**src/rtl/airi5c_lshifter_norm_seq.sv**
```systemverilog
// Multi-cycle left-shift normalizer: shifts the mantissa left in log2 stages,
// one stage per cycle, without taking the exponent below EXP_MIN.
module airi5c_lshifter_norm_seq #(
  parameter int unsigned n       = 24,
  parameter int unsigned e       = 10,
  parameter int          EXP_MIN = -126
) (
  input  logic         clk,
  input  logic         reset,
  input  logic         kill,
  input  logic         load,
  input  logic [n-1:0] in,
  input  logic [e-1:0] exp_in,
  output logic         ready,
  output logic         valid,
  output logic [n-1:0] out,
  output logic [e-1:0] exp_out,
  output logic         zero
);

  localparam int unsigned S  = $clog2(n);
  localparam int unsigned CW = (S > 1) ? $clog2(S) : 1;
  localparam int unsigned SW = S + 1;
  localparam int unsigned EW = e + 1;

  localparam logic [1:0] IDLE  = 2'd0;
  localparam logic [1:0] SHIFT = 2'd1;
  localparam logic [1:0] DONE  = 2'd2;

  logic [1:0]    state;
  logic [1:0]    state_nxt;
  logic          ready_nxt;
  logic          valid_nxt;
  logic          accept;
  logic          last;

  logic [n-1:0]  mant;
  logic [e-1:0]  exp_r;
  logic          zero_r;
  logic [CW-1:0] cnt;

  logic [SW-1:0] shift_amt;
  logic [n-1:0]  hi_mask;
  logic [EW-1:0] exp_dec;
  logic          do_shift;
  logic [n-1:0]  mant_nxt;
  logic [e-1:0]  exp_nxt;

  // State register
  always_ff @(posedge clk) begin
    if (reset) state <= IDLE;
    else       state <= state_nxt;
  end

  // Next state, handshake flags and the current shift stage
  always_comb begin
    state_nxt = state;
    ready_nxt = 1'b0;
    valid_nxt = 1'b0;
    accept    = 1'b0;
    last      = 1'b0;

    shift_amt = SW'(1) << cnt;
    hi_mask   = ~({n{1'b1}} >> shift_amt);
    // exponent widened by one bit so the limit check cannot wrap
    exp_dec   = {exp_r[e-1], exp_r} - EW'(shift_amt);
    do_shift  = ((mant & hi_mask) == '0) &&
                ($signed(exp_dec) >= $signed(EW'(EXP_MIN))) &&
                !zero_r;
    mant_nxt  = do_shift ? (mant << shift_amt) : mant;
    exp_nxt   = do_shift ? exp_dec[e-1:0] : exp_r;

    case (state)
      IDLE: begin
        if (load) begin
          state_nxt = SHIFT;
          accept    = !kill;
        end
      end
      SHIFT: begin
        if (cnt == '0) begin
          state_nxt = DONE;
          last      = !kill;
        end
      end
      DONE:    state_nxt = IDLE;
      default: state_nxt = IDLE;
    endcase

    if (kill) state_nxt = IDLE;

    ready_nxt = (state_nxt == IDLE);
    valid_nxt = (state_nxt == DONE);
  end

  // Working registers and held result
  always_ff @(posedge clk) begin
    if (reset) begin
      ready   <= 1'b1;
      valid   <= 1'b0;
      mant    <= '0;
      exp_r   <= '0;
      zero_r  <= 1'b0;
      cnt     <= '0;
      out     <= '0;
      exp_out <= '0;
      zero    <= 1'b0;
    end else begin
      ready <= ready_nxt;
      valid <= valid_nxt;
      if (accept) begin
        mant   <= in;
        exp_r  <= exp_in;
        zero_r <= (in == '0);
        cnt    <= CW'(S - 1);
      end else if (state == SHIFT && !kill) begin
        mant  <= mant_nxt;
        exp_r <= exp_nxt;
        cnt   <= CW'(cnt - 1'b1);
      end
      if (last) begin
        out     <= mant_nxt;
        exp_out <= exp_nxt;
        zero    <= zero_r;
      end
    end
  end

endmodule

```
**config.mk**
```make
export PLATFORM = sky130hd
export DESIGN_NAME = airi5c_lshifter_norm_seq
export DESIGN_NICKNAME = d
export VERILOG_FILES = /design/src/rtl/airi5c_lshifter_norm_seq.sv
export SDC_FILE = /design/constraint.sdc
export NUM_CORES = 1
export LEC_CHECK = 0
export CORE_MARGIN = 2
export CORE_UTILIZATION = 45
export DETAILED_ROUTE_END_ITERATION = 16
export HOLD_SLACK_MARGIN = 0.06
export PLACE_DENSITY = 0.75
export SYNTH_ARGS = -nofsm -noshare
export SYNTH_HDL_FRONTEND = slang
export SYNTH_SLANG_ARGS = --single-unit
```
**constraint.sdc**
```tcl
create_clock -name clk -period 8.55 [get_ports clk]
set_input_delay 1.71 -clock clk [delete_from_list [all_inputs] [get_ports clk]]
set_output_delay 1.71 -clock clk [all_outputs]
set_load 0.05 [all_outputs]
```
==> results of run 1 <==
-- critical path, delay by kind of cell (launching register included) --
family          cells  cell delay, ns
compound gates      5            1.60
flops               1            0.34
simple gates        5            1.51
buf+inv             3            0.83
fa+ha+maj           2            1.22
-- sequential cells by signal, indices dropped and copies added, names as in the netlist --
signal / count
cnt: 3
exp_out: 10
exp_r: 10
mant: 24
out: 24
ready: 1
state: 2
valid: 1
zero: 1
zero_r: 1
-- layer usage --
metal / wire [µm] / track usage [%] / vias to the layer above
met5: 0 / 0 / -
met4: 589 / 10.16 / 0
li1: - / - / 2608
met2: 8456 / 46.38 / 388
met1: 7704 / 40.03 / 2677
met3: 2020 / 8.274 / 54
-- stage by stage --
| step | setup WS (ns) | total power (µW) | cell area (µm²) | std cells |
|---|---|---|---|---|
| floorplan | 4.400 | 635.5 | 5243 | 673 |
| global placement | 3.189 | 719.8 | 5954 | 836 |
| finish | 2.863 | 1101 | 6237 | 852 |
| global route | 2.618 | 1142 | 6237 | 852 |
| detailed placement | 3.057 | 724.2 | 5954 | 836 |
| CTS | 3.028 | 1093 | 6237 | 852 |
-- final cells by class --
type	instances	area share, %
tap	143	2.869
sequential	77	24.71
multi-input combinational	518	54.16
clock buffer	10	3.831
inverter	16	0.9629
clock inverter	6	0.7021
timing repair buffer	82	12.76
-- power by group --
part,total (µW),internal (µW),leakage (µW),switching [µW]
combinational,333,119,0.00139,215
sequential,395,372,0.000625,23.2
clock,373,206,0.000139,166
total,1100,697,0.00215,404
-- final timing paths --
path,to,slack (ns)
worst max-delay path,out[19]$_SDFFE_PP0P_,2.86
worst min-delay path,zero$_SDFFE_PP0P_,0.46
worst max register to register,out[19]$_SDFFE_PP0P_,2.86
worst min register to register,zero$_SDFFE_PP0P_,0.46
-- logic make-up (layout without fill, tap and decap cells) --
logic type / Yosys count / in the layout
compound gates: 196 / 196
xor+xnor: 8 / 8
fa+ha+maj: 12 / 12
buf+inv: 78 / 114
flops: 77 / 77
mux: 39 / 39
simple gates: 263 / 263
-- cell usage in the layout (no fill, tap or decap), drive strengths merged, types with 11 or more instances in the layout --
cell type      netlist  layout
dfxtp               77      77
nor3                19      19
a21oi               37      37
nand3               47      47
inv                 16      18
nand2b              14      14
nor2                67      67
clkdlybuf4s50        0      73
o22ai               25      25
a311oi              14      14
a22oi               34      34
nor4                12      12
ha                  11      11
a211oi              16      16
mux2i               34      34
nand2               66      66
==> metrics.log, run 1 <==
INFO  metric result_of_the_run = completed
INFO  metric boundaryPins = 75
INFO  metric worst-slew-pin-transition = 1.333 ns
INFO  metric grt_first_pass_wirelength = 30010 µm
INFO  metric route.detailed.vias_per_inst = 6.722
INFO  metric core_region_area = 11370 µm²
INFO  metric fillcell_total = 1106
INFO  metric rsz0062_at_grt = false
INFO  metric post_synth_main_area_contributors = dfxtp_1 (29%), mux2i_1 (6.5%), a22oi_1 (4.9%)
INFO  metric fmax = 175.8 MHz
INFO  metric multi_input_area = 3378 µm²
INFO  metric synth_top_area_share = 29.40%
INFO  metric mappedNetlistArea = 5243 µm²
INFO  metric timing.reg2reg.worst_path_depth = 15
INFO  metric slew_headroom = 8.856%
INFO  metric post_synthesis_net_count = 723
INFO  metric detailed_place_hpwl = 13260 µm
INFO  metric num_rows = 39
INFO  metric place_congestion = 0.9881
INFO  metric numCtsBuffers = 9
INFO  metric die_area = 12530 µm²
INFO  metric vdd_ir_drop_max = 0.0001635 V
INFO  metric ys_seq_elements = 77
INFO  metric max_slew_violation_count = 0
INFO  metric post_synth_num_cell_types = 70
INFO  metric area.growth.synth_to_final = 18.97%
INFO  metric cts_tree = built
INFO  metric die_w = 111.9 µm
INFO  metric post_drt_wl_per_cell = 22.03 µm
INFO  metric power_density = 176.5 nW/µm²
INFO  metric p_leak = 0.002154 µW
INFO  metric crit_path_top_delay_cell = fa_1
INFO  metric drt_pass1_iterations = 6
INFO  metric final_hold_viol_count = 0
INFO  metric grt_usage = 29.81%
INFO  metric route.antenna.remaining_nets = 0
INFO  metric holdPathStages = 2
INFO  metric muxShareOfSynthArea = 8.425%
INFO  metric synth_most_common_cell = dfxtp_1
INFO  metric cp_max_fo = 33
INFO  metric cts.repair.resized = 0
INFO  metric grt_pass1_vias = 5400
INFO  metric synthesis.yosys.warnings = 0
INFO  metric cap_viol_max_count = 0
INFO  metric critical_path.most_common_cell = inv_1
INFO  metric cts_post_setup_buffers_inserted = 0
INFO  metric finalSetupViolCount = 0
INFO  metric clock_sink_count = 77
INFO  metric adder_cell_share_of_the_synthesized_area = 3.007%
INFO  metric via_count = 5727
INFO  metric timing.critical_path.from = cnt[1]$_SDFFE_PP0P_
INFO  metric layout-drive-gt1-share = 7.052%
INFO  metric r2r_start = cnt[1]$_SDFFE_PP0P_
INFO  metric hp-start = zero$_SDFFE_PP0P_
INFO  metric hp-class = reg -> reg
INFO  metric skew = 0.01003 ns
INFO  metric design.final.nets = 754
INFO  metric clkSlewWorstSetupHoldPaths = 0.06 ns
INFO  metric n_antenna_cell = 0
INFO  metric yosys_most_used_dff = dfxtp_1
INFO  metric grt_antenna_before_repair = 0
INFO  metric htree_num_levels = 3
INFO  metric die-height = 111.9 µm
INFO  metric timing.final.crit_share = 66.52%
INFO  metric cp-end-kind = flop
INFO  metric combinational_family_with_the_most_area_after_synthesis = compound AO/OA/AOI/OAI gates
INFO  metric finalWorstPathRequiredPeriod = 5.687 ns
INFO  metric total_negative_slack = 0 ns
INFO  metric remaining_drc_errors = 0
INFO  metric worstPathArrival = 5.86 ns
INFO  metric syn_inst = 673
INFO  metric yosys.area_share.simple = 24.49%
INFO  metric grt-ovfl-total = 0
INFO  metric cp_cell_sequence = inv_1 > ha_1 > nor2b_1 > buf_4 > inv_1 > fa_1 > a21o_1 > nand4_1 > nand3_2 > or3_1 > a32o_1 > o21ai_4 > nand2_2 > a22oi_1 > a211oi_1
INFO  metric place.port_buffers = 74
INFO  metric synth_commonest_cells = dfxtp_1 (77), nand2_1 (65), nor2_1 (65), nand3_1 (46)
INFO  metric synth_top_cell_by_area = dfxtp_1
INFO  metric post_cts_hold_buffer_count = 0
INFO  metric finalHoldWorstSlack = 0.4606 ns
INFO  metric synth_compound_gate_area_share = 27.04%
INFO  metric ys_seq_area_share = 29.40%
INFO  metric initial_core_util = 46.11%
INFO  metric fraction_of_synthesis_flops_using_an_asynchronous_set_or_reset_pin = 0%
INFO  metric detail_route.iter0.violations = 713
INFO  metric clock_tree.buffer_depth = 2
INFO  metric core_occupancy_in_the_finished_layout = 54.86%
INFO  metric worstPathRequired = 8.73 ns
INFO  metric sequential_standard_cell_area = 1541 µm²
INFO  metric synth.avg_cell_area = 7.790 µm²
INFO  metric synth_xor_area_share = 1.337%
INFO  metric max_stage_delay = 0.62 ns
INFO  metric cts_root_buffer = clkbuf_16
INFO  metric grt_max_degree = 78
INFO  metric source_to_sink_clock_delay_at_the_later_pin_of_the_worst_skew_pair = 0.35 ns
INFO  metric worstSetupPathType = reg -> reg
INFO  metric crit_path_start_kind = flop
INFO  metric synth-edff-count = 0
INFO  metric totalWireLength = 18770 µm
Power figures use the tool's default switching activity.
==> inputs of run 2 (changes only) <==
--- a/config.mk
+++ b/config.mk
@@ -9,7 +9,7 @@
 export CORE_UTILIZATION = 45
 export DETAILED_ROUTE_END_ITERATION = 16
 export HOLD_SLACK_MARGIN = 0.06
-export PLACE_DENSITY = 0.75
+export PLACE_DENSITY = 0.78
 export SYNTH_ARGS = -nofsm -noshare
 export SYNTH_HDL_FRONTEND = slang
 export SYNTH_SLANG_ARGS = --single-unit
==> constraint.sdc (replaced) <==
create_clock -name clk -period 4.6 [get_ports clk]
set_input_delay 0.92 -clock clk [delete_from_list [all_inputs] [get_ports clk]]
set_output_delay 0.92 -clock clk [all_outputs]
set_load 0.05 [all_outputs]
==> run 2 against run 1 <==
Via count increased by 2.9%. Power grew 97%. Largest power group is now clock. Worst setup slack lost 2.5 ns. Clock skew shrank 0.0019 ns.
==> metrics.log, run 2 (same netlist as run 1, synthesis figures left out) <==
INFO  metric detailedPlace.worstSlack = 0.2793 ns (-2.777 ns)
INFO  metric grt-ovfl-total = 0 (unchanged)
INFO  metric hp-class = reg -> reg
INFO  metric grt_usage = 31.40% (+1.6 points)
INFO  metric route.detailed.vias_per_inst = 6.822 (+1.5%)
INFO  metric core_region_area = 11370 µm² (unchanged)
INFO  metric clkSlewWorstSetupHoldPaths = 0.06 ns (about the same)
INFO  metric detail_route.iter0.violations = 722 (+1.3%)
INFO  metric drt_pass1_iterations = 8 (+2)
INFO  metric stdcell_count = 864 (+1.4%)
INFO  metric mostFrequentLayoutCells = dfxtp_1 (77), clkdlybuf4s50_1 (73), nand2_1 (65), nor2_1 (65), nand3_1 (46)
INFO  metric die_area = 12530 µm² (unchanged)
INFO  metric rsz0062_at_grt = false
INFO  metric final_hold_viol_count = 0 (unchanged)
INFO  metric worstSetupPathType = reg -> reg
INFO  metric sequential_standard_cell_area = 1541 µm² (unchanged)
INFO  metric route.antenna.remaining_nets = 0 (unchanged)
INFO  metric cts_root_buffer = clkbuf_16
INFO  metric finalHoldWorstSlack = 0.4775 ns (+0.01695 ns)
INFO  metric total_negative_slack = 0 ns (unchanged)
INFO  metric power_density = 339.1 nW/µm² (+92%)
INFO  metric p_leak = 0.002236 µW (+3.8%)
INFO  metric fillcell_total = 1028 (-7.1%)
INFO  metric finalInstanceArea = 6385 µm² (+2.4%)
INFO  metric num_rows = 39 (unchanged)
INFO  metric place.port_buffers = 74 (unchanged)
INFO  metric slew_headroom = 31.15% (+22 points)
INFO  metric finalSetupViolCount = 0 (unchanged)
INFO  metric clock_sink_count = 77 (unchanged)
INFO  metric post_drt_wl_per_cell = 23.13 µm (+5.0%)
INFO  metric cp_max_fo = 16 (-52%)
INFO  metric post-place-cells = 848 (+1.4%)
INFO  metric boundaryPins = 75 (unchanged)
INFO  metric die_w = 111.9 µm (unchanged)
INFO  metric clock_tree.buffer_depth = 2 (unchanged)
INFO  metric final_critical_path_setup_slack = 0.3869 ns (-2.476 ns)
INFO  metric area.growth.synth_to_final = 21.79%
INFO  metric n_antenna_cell = 0 (unchanged)
INFO  metric grt_first_pass_wirelength = 31420 µm (+4.7%)
INFO  metric via_count = 5894 (+2.9%)
INFO  metric totalWireLength = 19980 µm (+6.5%)
INFO  metric worst-slew-pin-transition = 1.033 ns (-0.3000 ns)
INFO  metric initial_core_util = 46.11% (unchanged)
INFO  metric detailed_place_hpwl = 14250 µm (+7.4%)
INFO  metric place_congestion = 0.9712 (-1.7%)
INFO  metric source_to_sink_clock_delay_at_the_later_pin_of_the_worst_skew_pair = 0.34 ns (about the same)
INFO  metric cts_post_setup_buffers_inserted = 0 (unchanged)
INFO  metric crit_path_start_kind = flop
INFO  metric max_slew_violation_count = 0 (unchanged)
INFO  metric vdd_ir_drop_max = 0.0002784 V (+70%)
INFO  metric skew = 0.008160 ns (-0.001870 ns)
INFO  metric result_of_the_run = completed
INFO  metric htree_num_levels = 3 (unchanged)
INFO  metric timing.final.crit_share = 91.59% (+25 points)
INFO  metric grt_antenna_before_repair = 0 (unchanged)
INFO  metric design.final.nets = 766 (+1.6%)
INFO  metric numCtsBuffers = 9 (unchanged)
INFO  metric cap_viol_max_count = 0 (unchanged)
INFO  metric fmax = 237.4 MHz (+35%)
INFO  metric worstPathArrival = 4.47 ns (-1.39 ns)
INFO  metric final_common_cell = dfxtp_1
INFO  metric remaining_drc_errors = 0 (unchanged)
INFO  metric finalWorstPathRequiredPeriod = 4.213 ns (-1.474 ns)
INFO  metric die-height = 111.9 µm (unchanged)
INFO  metric layout-drive-gt1-share = 8.738% (+1.7 points)
INFO  metric worstPathRequired = 4.86 ns (-3.87 ns)
INFO  metric grt_max_degree = 59 (-24%)
INFO  metric grt_pass1_vias = 5473 (+1.4%)
INFO  metric area_post_placement = 6045 µm² (+1.5%)
INFO  metric cp-end-kind = flop
INFO  metric largest_registers = mant (24), out (24)
INFO  metric multi_input_area = 3386 µm² (+0.22%)
INFO  metric cts_tree = built
==> run 2: cell types whose count changed in the layout (fill, tap and decap cells not counted) <==
cell and delta:
nor2b_1 -1, bufinv_16 +2, clkinv_2 -2, nand2_4 +1, buf_4 +12, nor2b_2 +1, nand2_2 -1
==> run 2: worst paths after layout <==
check	startpoint	endpoint	slack (ns)	cells past startpoint
worst max register to register	cnt[0]$_SDFFE_PP0P_	mant[9]$_SDFFE_PP0P_	0.39	14
worst max-delay path	cnt[0]$_SDFFE_PP0P_	mant[9]$_SDFFE_PP0P_	0.39	14
worst min register to register	zero$_SDFFE_PP0P_	zero$_SDFFE_PP0P_	0.48	2
worst min-delay path	zero$_SDFFE_PP0P_	zero$_SDFFE_PP0P_	0.48	2
==> run 2: per-layer routing <==
metal	global-route usage (%)	routed length [µm]	share of wire [%]
met2	47.31	8971	45
met1	44.17	8445	42
met4	11.63	625	3.1
met5	0	0	0
met3	6.968	1940	9.7
==> run 2: layout make-up <==
class | count | share of cell area (%)
Clock buffer | 10 | 3.743
Timing Repair Buffer | 94 | 13.87
Sequential cell | 77 | 24.14
Multi-Input combinational cell | 518 | 53.03
Clock inverter | 6 | 1.470
Tap cell | 143 | 2.802
Inverter | 16 | 0.9406
==> run 2: worst max-delay path, cell delays in order (launching register included) <==
cell	delay (ns)
dfxtp_1	0.35
inv_1	0.13
ha_1	0.38
and2_1	0.40
inv_1	0.18
ha_1	0.45
nor3b_1	0.08
a31oi_1	0.13
o21ai_0	0.12
a311oi_1	0.37
and4b_1	0.37
o21a_4	0.30
a21o_1	0.28
nor2b_2	0.42
o2bb2ai_1	0.17
==> run 2: where the power goes <==
group / switching, µW / internal [µW] / total, µW
clock: 293 / 495 / 787
combinational: 414 / 229 / 643
sequential: 42.7 / 691 / 734
total: 750 / 1420 / 2160
==> run 2: what timing repair did <==
item,4_1_cts,5_1_grt
resized for setup,0,2
hold buffers,0,0
setup endpoints to repair,0,11
==> run 2: per-stage QoR <==
step,util [%],power [µW]
after floorplan,-,1181
after global placement,53.16,1360
after detailed placement,53.16,1364
after CTS,56.09,2146
after global routing,56.16,2243
final,56.16,2165
==> inputs of run 3 (changes only) <==
--- a/config.mk
+++ b/config.mk
@@ -10,6 +10,7 @@
 export DETAILED_ROUTE_END_ITERATION = 16
 export HOLD_SLACK_MARGIN = 0.06
 export PLACE_DENSITY = 0.78
+export RECOVER_POWER = 50
 export SYNTH_ARGS = -nofsm -noshare
 export SYNTH_HDL_FRONTEND = slang
 export SYNTH_SLANG_ARGS = --single-unit
==> run 3 against run 2 <==
The flow now finishes with violations (max-capacitance violations, max-slew violations). Sequential power about the same. Via count fell by 0.51%. Register-to-register slack got worse by 0.02 ns. Hold slack improved by 0.0013 ns. Combinational power fell by 0.6%. Clock skew is 0.00075 ns lower. First-iteration DRC count decreased by 3.2%. Critical endpoint unchanged. Largest cell class unchanged. Largest power group unchanged.
==> metrics.log, run 3 (same netlist as run 1, synthesis figures left out) <==
INFO  metric area.growth.synth_to_final = 21.60%
INFO  metric cts_root_buffer = clkbuf_16
INFO  metric totalWireLength = 20030 µm (+0.26%)
INFO  metric r2r_start = cnt[0]$_SDFFE_PP0P_
INFO  metric grt-ovfl-total = 0 (unchanged)
INFO  metric worstSetupPathType = reg -> reg
INFO  metric die_w = 111.9 µm (unchanged)
INFO  metric design.final.nets = 766 (unchanged)
INFO  metric initial_core_util = 46.11% (unchanged)
INFO  metric drt_pass1_iterations = 6 (-2)
INFO  metric hp-start = zero$_SDFFE_PP0P_
INFO  metric n_antenna_cell = 0 (unchanged)
INFO  metric cp_cell_sequence = inv_1 > ha_1 > and2_1 > inv_1 > ha_1 > nor3b_1 > a31oi_1 > o21ai_0 > a311oi_1 > and4b_1 > o21a_4 > a21o_1 > nor2b_2 > o2bb2ai_1
INFO  metric route.detailed.vias_per_inst = 6.787 (-0.51%)
INFO  metric largest_registers = mant (24), out (24)
INFO  metric mostFrequentLayoutCells = dfxtp_1 (77), nand2_1 (65), nor2_1 (65)
INFO  metric timing.final.crit_share = 91.97% (+0.38 points)
INFO  metric global_route.usage.met2 = 47.31% (unchanged)
INFO  metric total_negative_slack = 0 ns (unchanged)
INFO  metric final_hold_viol_count = 0 (unchanged)
INFO  metric die_area = 12530 µm² (unchanged)
INFO  metric post_cts_hold_buffer_count = 0 (unchanged)
INFO  metric worstPathRequired = 4.86 ns (about the same)
INFO  metric post-place-cells = 848 (unchanged)
INFO  metric violations = max-capacitance violations, max-slew violations
INFO  metric crit_path_top_delay_cell = ha_1
INFO  metric power_density = 339.4 nW/µm² (+0.10%)
INFO  metric max_stage_delay = 0.46 ns (about the same)
INFO  metric detail_route.iter0.violations = 699 (-3.2%)
INFO  metric grt_antenna_before_repair = 0 (unchanged)
INFO  metric die-height = 111.9 µm (unchanged)
INFO  metric grt_util_met1 = 44.17% (unchanged)
INFO  metric cp-end-kind = flop
INFO  metric cts_tree = built
INFO  metric cts_post_setup_buffers_inserted = 0 (unchanged)
INFO  metric final_common_cell = dfxtp_1
INFO  metric grt.met3_usage = 6.968% (unchanged)
INFO  metric worstPathArrival = 4.49 ns (+0.02 ns)
INFO  metric place.port_buffers = 74 (unchanged)
INFO  metric finalWorstPathRequiredPeriod = 4.231 ns (+0.01770 ns)
INFO  metric route.antenna.remaining_nets = 0 (unchanged)
INFO  metric hp-class = reg -> reg
INFO  metric source_to_sink_clock_delay_at_the_later_pin_of_the_worst_skew_pair = 0.34 ns (about the same)
INFO  metric clkSlewWorstSetupHoldPaths = 0.06 ns (about the same)
INFO  metric max_slew_violation_count = 59 (+59)
INFO  metric p_leak = 0.002354 µW (+5.3%)
INFO  metric clock_tree.buffer_depth = 2 (unchanged)
INFO  metric skew = 0.007411 ns (-0.0007497 ns)
INFO  metric cp_max_fo = 16 (unchanged)
INFO  metric grt_busiest_layer = met2
INFO  metric htree_num_levels = 3 (unchanged)
INFO  metric result_of_the_run = complete, but fails checks
INFO  metric crit_path_start_kind = flop
INFO  metric slew_headroom = -32.98% (-64 points)
INFO  metric post_drt_wl_per_cell = 23.19 µm (+0.26%)
INFO  metric numCtsBuffers = 9 (unchanged)
INFO  metric grt_max_degree = 59 (unchanged)
INFO  metric clock_sink_count = 77 (unchanged)
INFO  metric remaining_drc_errors = 0 (unchanged)
INFO  metric timing.critical_path.from = cnt[0]$_SDFFE_PP0P_
INFO  metric grt_usage = 31.40% (unchanged)
INFO  metric grt_first_pass_wirelength = 31420 µm (unchanged)
INFO  metric detailed_place_hpwl = 14250 µm (unchanged)
INFO  metric worst-slew-pin-transition = 1.995 ns (+0.9620 ns)
INFO  metric rsz0062_at_grt = false
INFO  metric num_rows = 39 (unchanged)
INFO  metric stdcell_count = 864 (unchanged)
INFO  metric place_congestion = 0.9712 (unchanged)
INFO  metric cap_viol_max_count = 1 (+1)
INFO  metric fmax = 236.4 MHz (-0.42%)
INFO  metric layout-drive-gt1-share = 8.322% (-0.42 points)
INFO  metric via_count = 5864 (-0.51%)
INFO  metric fillcell_total = 1031 (+0.29%)
INFO  metric core_region_area = 11370 µm² (unchanged)
INFO  metric finalSetupViolCount = 0 (unchanged)
INFO  metric vdd_ir_drop_max = 0.0002777 V (-0.26%)
INFO  metric grt_pass1_vias = 5473 (unchanged)
INFO  metric boundaryPins = 75 (unchanged)
## run 3: changes by cell type in the layout (fill, tap and decap cells not counted)
cell,previous run,this run
buf_4,20,19
nor3_1,16,17
or2_1,1,0
nor3_2,3,2
and2_1,2,1
and2_0,0,1
dlygate4sd3_1,0,38
and3_2,1,0
or2_0,0,1
clkbuf_1,0,1
and3_1,3,4
clkdlybuf4s50_1,73,35
## run 3: timing repair
action | 4_1_cts | 5_1_grt
endpoints found under the hold margin | 0 | 0
resized for setup | 0 | 2
endpoints found under the setup margin | 0 | 11
## run 3: power by group
group | total (µW) | internal (µW) | switching (µW)
Clock | 791 | 495 | 296
Sequential | 734 | 691 | 42.6
Combinational | 639 | 226 | 413
Total | 2160 | 1410 | 752
## run 3: layout make-up
class                      instances  area [µm²]  share of cell area (%)
timing repair buffer              94       882.1                   13.84
sequential                        77        1541                   24.18
inverter                          16       60.06                  0.9421
multi-input combinational        518        3379                   53.01
tap                              143       178.9                   2.807
clock buffer                      10       239.0                   3.749
clock inverter                     6       93.84                   1.472
## run 3: critical path: cells and delay by family, from the launching register on
| kind | cells | cell delay, ns |
|---|---|---|
| AOI/OAI and AO/OA | 6 | 1.39 |
| adders and majority gates | 2 | 0.83 |
| buffers and inverters | 2 | 0.31 |
| DFF | 1 | 0.35 |
| and+or+nand+nor | 4 | 1.27 |
## run 3: per-stage QoR
step           setup slack, ns  util, %  area, µm²  hold WS, ns  power [µW]
6_report                0.3692    56.07       6375       0.4789        2164
5_1_grt                0.09949    56.07       6375       0.4858        2238
4_1_cts                 0.2459    56.09       6377       0.4760        2146
3_5_place_dp            0.2793    53.16       6045       0.4681        1364
3_3_place_gp            0.4689    53.16       6045       0.4501        1360
2_1_floorplan           0.4505        -       5243       0.4593        1181
## run 3: path summary, 6_finish.rpt
kind              depth (start not counted)              endpoint  slack [ns]
setup / recovery                         14  mant[9]$_SDFFE_PP0P_        0.37
hold / removal                            2     zero$_SDFFE_PP0P_        0.48
setup reg to reg                         14  mant[9]$_SDFFE_PP0P_        0.37
hold reg to reg                           2     zero$_SDFFE_PP0P_        0.48
## run 3: routing by layer
metal  vias up  wire length, µm
li1       2643                -
met1      2757             8499
met2       405             9056
met3        59             1840
met4         0              638
met5         -                0
